<file path="src/rtl/div_ctrl.sv">
// div_ctrl -- iterative radix-2 restoring divider controller for the E stage.
//
// Sequences one DIV/DIVU over WIDTH restoring steps and stalls the pipeline
// until the quotient (lo) and remainder (hi) are written. An exception flush
// (annul) aborts any operation without touching hi/lo.
//
// Ports:
//   clk, rst          clock, synchronous active-high reset
//   start             DIV/DIVU valid in E (held while stalled)
//   signed_div        1 = DIV, 0 = DIVU (sampled with start in IDLE)
//   opa, opb          dividend / divisor (sampled in IDLE)
//   annul             exception flush, highest priority
//   div_stall         combinational stall request to the hazard unit
//   result_valid      one-cycle pulse, hi/lo newly written
//   hi, lo            remainder / quotient (registered)
//   busy              state != IDLE
//
// Optional feature macro: DIV_ZERO_FASTPATH_EN -- a zero divisor skips the
// RUN phase and completes one cycle after acceptance.
module div_ctrl #(
  parameter int WIDTH = 32
) (
  input  logic             clk,
  input  logic             rst,
  input  logic             start,
  input  logic             signed_div,
  input  logic [WIDTH-1:0] opa,
  input  logic [WIDTH-1:0] opb,
  input  logic             annul,
  output logic             div_stall,
  output logic             result_valid,
  output logic [WIDTH-1:0] hi,
  output logic [WIDTH-1:0] lo,
  output logic             busy
);

  localparam int CW = $clog2(WIDTH) + 1;

  typedef enum logic [1:0] {IDLE, RUN, DONE} state_t;

  state_t           state, stateNext;
  logic [WIDTH-1:0] rem, quo, dvsr, opaRaw;
  logic [CW-1:0]    cnt;
  logic             sa, sb, divZero;

  logic [WIDTH:0]   remShift, trial;
  logic [WIDTH-1:0] remStep, quoStep, remFix, quoFix, magA, magB;
  logic             accept, lastStep, negA, negB;

  // Datapath: one restoring step plus the sign fix of its result.
  always_comb begin
    negA     = signed_div & opa[WIDTH-1];
    negB     = signed_div & opb[WIDTH-1];
    magA     = negA ? -opa : opa;
    magB     = negB ? -opb : opb;
    // {rem, quo} << 1 : rem picks up the quotient MSB
    remShift = {rem, quo[WIDTH-1]};
    // WIDTH+1 bits is enough: a negative result is always > -2^WIDTH and a
    // non-negative one always < 2^WIDTH, so bit WIDTH is the sign.
    trial    = remShift - {1'b0, dvsr};
    quoStep  = {quo[WIDTH-2:0], ~trial[WIDTH]};
    remStep  = trial[WIDTH] ? remShift[WIDTH-1:0] : trial[WIDTH-1:0];
    quoFix   = (sa ^ sb) ? -quoStep : quoStep;
    remFix   = sa ? -remStep : remStep;
  end

  assign accept   = (state == IDLE) & start & ~annul;
  assign lastStep = (state == RUN) & (cnt == CW'(WIDTH - 1));

  always_comb begin
    stateNext = state;
    case (state)
      IDLE: if (accept) begin
`ifdef DIV_ZERO_FASTPATH_EN
        stateNext = (opb == '0) ? DONE : RUN;
`else
        stateNext = RUN;
`endif
      end
      RUN:  if (lastStep) stateNext = DONE;
      DONE: stateNext = IDLE;   // start still high here is the same instruction
      default: stateNext = IDLE;
    endcase
    if (annul) stateNext = IDLE;
  end

  assign div_stall    = start & ~annul & (state != DONE);
  assign result_valid = (state == DONE) & ~annul;
  assign busy         = (state != IDLE);

  always_ff @(posedge clk) begin
    if (rst) begin
      state   <= IDLE;
      hi      <= '0;
      lo      <= '0;
      rem     <= '0;
      quo     <= '0;
      dvsr    <= '0;
      opaRaw  <= '0;
      cnt     <= '0;
      sa      <= 1'b0;
      sb      <= 1'b0;
      divZero <= 1'b0;
    end else begin
      state <= stateNext;
      if (accept) begin
        sa      <= negA;
        sb      <= negB;
        quo     <= magA;
        dvsr    <= magB;
        rem     <= '0;
        cnt     <= '0;
        opaRaw  <= opa;
        divZero <= (opb == '0);
`ifdef DIV_ZERO_FASTPATH_EN
        if (opb == '0) begin
          hi <= opa;
          lo <= '1;
        end
`endif
      end else if ((state == RUN) && !annul) begin
        rem <= remStep;
        quo <= quoStep;
        cnt <= cnt + CW'(1);
        if (lastStep) begin
          // zero divisor: results are forced, not taken from the datapath
          hi <= divZero ? opaRaw : remFix;
          lo <= divZero ? '1     : quoFix;
        end
      end
    end
  end

endmodule

</file>
<file path="config.mk">
export PLATFORM = sky130hd
export DESIGN_NAME = div_ctrl
export DESIGN_NICKNAME = d
export VERILOG_FILES = /design/src/rtl/div_ctrl.sv
export SDC_FILE = /design/constraint.sdc
export NUM_CORES = 1
export LEC_CHECK = 0
export CORE_ASPECT_RATIO = 0.5
export CORE_MARGIN = 2
export CORE_UTILIZATION = 30
export DETAILED_ROUTE_END_ITERATION = 6
export GPL_TIMING_DRIVEN = 0
export PLACE_DENSITY = 0.49
export SLEW_MARGIN = 10
export SYNTH_ARGS = -nofsm -noshare
export SYNTH_HDL_FRONTEND = slang
export SYNTH_SLANG_ARGS = --single-unit
export TNS_END_PERCENT = 20
</file>
<file path="constraint.sdc">
create_clock -name clk -period 4.4 [get_ports clk]
set_clock_uncertainty 0.05 [all_clocks]
set_input_delay 1.32 -clock clk [delete_from_list [all_inputs] [get_ports clk]]
set_output_delay 1.32 -clock clk [all_outputs]
set_load 0.01 [all_outputs]
</file>
==> results.py <==
metrics = {
    "routing": {
        "dr_total_vias": 12900,
        "wl_per_cell_um": 20.3,
        "drc_errors": 0,
        "drtAntennaViolNets": 0,
        "vias_per_cell": 5.20,
        "routed_wl_um": 50300,
        "first_pass_iters": 5,
        "drt_iter0_drc": 892,
    },
    "setup_path": {
        "cpMaxStageDelayCell": "dfxtp_4",
        "cp_top_family": "compound AO/OA/AOI/OAI gates",
        "end_kind": "flip-flop",
        "cp-start-kind": "flip-flop",
        "cpPeakStageDelay_ns": 0.40,
        "crit_arrival_ns": 4.70,
        "critical_path.most_common_cell": "a21o_1",
        "worstSetupPathType": "flip-flop to flip-flop",
        "critPathBufInv": 4,
        "cp.required_ns": 4.74,
        "path_cells": "inv_1 -> ha_2 -> fa_2 -> nand2b_4 -> a21o_1 -> a32o_2 -> o41ai_4 -> buf_4 -> a41oi_4 -> xnor2_4 -> buf_6 -> buf_8 -> nor4_2 -> a31oi_4 -> o41ai_2 -> xnor2_1 -> a21o_1 -> a21oi_1",
        "crit_fanout": 10,
    },
    "global_routing": {
        "antenna_found_initial": 0,
        "grt_first_pass_wirelength_um": 74700,
        "grt_use_met3_pct": 3.59,
        "use_met1_pct": 31.2,
        "grt_use_total_pct": 22.2,
        "grtUsageMet2_pct": 35.2,
        "first_global_vias": 12100,
        "grt_max_degree": 13,
        "grt_overflow": 0,
        "gr-max-usage-layer": "met2",
    },
    "power_and_ir_drop": {
        "p_switching_uw": 2010,
        "ir_worst_vdd_mv": 0.223,
        "p_sw_share_pct": 34.8,
        "p_total_uw": 5770,
        "p_seq_share_pct": 34.2,
        "p_per_area_mw_per_mm2": 357,
        "p_int_uw": 3760,
        "pwr-share-clk_pct": 35.0,
        "p_leak_uw": 0.00554,
        "combPwrFrac_pct": 30.8,
    },
    "yosys": {
        "synth_area_leaders": "dfxtp_1, nand2_1, nor2_1",
        "syn_area_per_cell_um2": 7.49,
        "synth_nets": 1806,
        "synth-seq-cells": 203,
        "synth_cell_types": 70,
        "synth_top_area_share_pct": 31.9,
        "yosysTopAreaCell": "dfxtp_1",
        "synthCells": 1699,
        "synth_edf_count": 0,
        "synth_flop_cell": "dfxtp_1",
        "yosysWarnings": 0,
        "seq_area_frac_synth_pct": 31.9,
        "async_flop_share_pct": 0,
        "syn-cell-area_mm2": 0.0127,
    },
    "die": {
        "die_h_um": 150,
        "core-area_mm2": 0.0419,
        "start_util_pct": 30.4,
        "dieArea_mm2": 0.0442,
        "die_w_um": 295,
        "io_pins": 136,
        "rows": 53,
    },
    "clock_tree": {
        "cts.clk_slew.worst_paths_ns": 0.07,
        "cts_max_level": 1,
        "numCtsBuffers": 23,
        "cts.sinks": 203,
        "clk_latency_ns": 0.54,
        "tritoncts": "built",
        "clock_path_buffers": 3,
        "cts-root-buf": "clkbuf_16",
    },
    "timing": {
        "fin_crit_sh_pct": 99.2,
        "tightest_slew_ns": 1.09,
        "min_period_ns": 4.37,
        "fmax_mhz": 229,
        "setup_viol": 0,
        "holdWs_ns": 0.408,
        "finalWorstSetupSlack_ns": 0.0349,
        "hold_viol_final": 0,
        "timing.slew.headroom_pct": 27.4,
        "final_max_slew_viol_count": 0,
    },
    "run_status": {
        "status": "finished clean",
    },
    "placed_design": {
        "gp_congestion": 0.894,
        "hpwl_um": 38400,
        "place_ws_ns": -0.979,
        "io_buffer_count": 135,
        "dp_cells": 2412,
    },
    "finish": {
        "finalNetCount": 1988,
        "antennaDiodeCount": 0,
        "regArea_mm2": 0.00407,
        "multiInputGateArea_mm2": 0.00840,
        "drive_gt1_share_pct": 7.33,
        "final_cells": 2474,
        "fillCellCount": 4479,
        "utilization_pct": 38.6,
        "syn_to_final_growth_pct": 27.1,
    },
    "flow_run": {
        "drv_cap": 0,
    },
    "worst_hold_path": {
        "worstHoldPathType": "flip-flop to flip-flop",
    },
}
[power by group through the flow]
stage,clock network [µW],logic [µW],registers (µW)
after floorplan,0,1050,1990
after global placement,0,1520,2010
after detailed placement,0,1520,2010
after CTS,2050,1640,1970
after global routing,2130,1920,1980
final,2020,1780,1970
[synthesized netlist by cell type, drive strengths merged (5+ instances only)]
library cell / count
xor2: 73
nand4: 8
inv: 58
o21ai: 86
ha: 37
a211oi: 95
buf: 10
nand2: 249
o41ai: 9
and2: 11
nand2b: 11
o31ai: 21
a31oi: 13
a311oi: 46
or4: 8
clkbuf: 98
xnor2: 67
a21oi: 135
nor3b: 5
a21o: 10
nor3: 44
or3: 26
o21a: 6
nor2b: 8
nor4: 25
dfxtp: 203
and3: 6
o211ai: 10
nor2: 225
mux2i: 29
nand3: 18
[final cells by class]
type                    count  area share [%]
clock buffers              34            4.19
flip-flops and latches    203            25.2
clock inverters             7           0.549
well taps                 577            4.46
inverters                  58            1.38
multi-input cells        1331            51.9
plain buffers             107            2.91
repair buffers            157            9.41
[path summary, 6_finish.rpt]
path | start | end | slack [ns] | depth (start not counted)
worst max-delay path | quo[31] | hi[23] | 0.03 | 18
worst min-delay path | hi[21] | hi[21] | 0.41 | 2
worst max register to register | quo[31] | hi[23] | 0.03 | 18
worst min register to register | hi[21] | hi[21] | 0.41 | 2
[metal layers]
metal	share of wire (%)	routed length, µm
met5	0	0
met2	44	22200
met1	48	23900
met4	2.6	1290
met3	5.7	2890
[registers in the layout, indices dropped and copies added (netlist names), 2 cells and up]
| register | cells |
|---|---|
| dvsr | 32 |
| hi | 32 |
| lo | 32 |
| opaRaw | 32 |
| quo | 32 |
| rem | 32 |
| cnt | 6 |
| state | 2 |
[per-stage QoR]
step | cell area [µm²] | TNS (ns)
global route | 16200 | -0.232
global placement | 14800 | -45.06
floorplan | 12800 | 0
CTS | 15900 | -0.0142
finish | 16200 | 0
detailed placement | 14900 | -40.47
[placed cells by master (no fill, tap or decap), types with 9 or more instances in the layout]
cell type        synthesis  routed
o31ai_1                 21      16
dfxtp_1                203     200
xor2_1                  73      72
clkbuf_1                98     100
mux2i_2                  0       9
nand3_1                 18      18
a21o_1                  10      10
nand2b_1                11      10
a31oi_1                 13      12
inv_1                   57      57
clkbuf_16                0      24
a311oi_1                46      44
mux2i_1                 29      17
o21ai_0                 84      80
nor4_1                  23      16
ha_1                    37      35
a21oi_1                134     132
nand2_1                249     249
and2_1                  11      11
buf_4                    1      20
nor2_1                 225     224
nor3_1                  44      43
a211oi_1                95      92
xnor2_1                 66      65
clkdlybuf4s50_1          0     135
or3_1                   25      25
[timing repair]
| action | 4_1_cts | 5_1_grt |
|---|---|---|
| setup buffers | 12 | 9 |
| endpoints found under the setup margin | 83 | 36 |
| gates resized for setup | 41 | 40 |
| endpoints found under the hold margin | 0 | 0 |
| hold buffers | 0 | 0 |
| pin swaps | 4 | 16 |
| gates cloned | 0 | 1 |
[worst min-delay path, stage by stage (launching register included)]
cell     delay, ns
dfxtp_1       0.31
nand2_1       0.05
a21oi_1       0.05
[kinds of logic (layout without fill, tap and decap cells)]
logic type	after synthesis	count (layout)	synth area share, %
fa+ha+maj	38	38	3.80
simple gates	659	659	23.0
compound gates	463	464	24.1
xor+xnor	140	140	9.78
mux	30	30	2.37
buf+inv	166	363	5.00
flops	203	203	31.9
No activity file was read; power rests on OpenSTA's default activity.
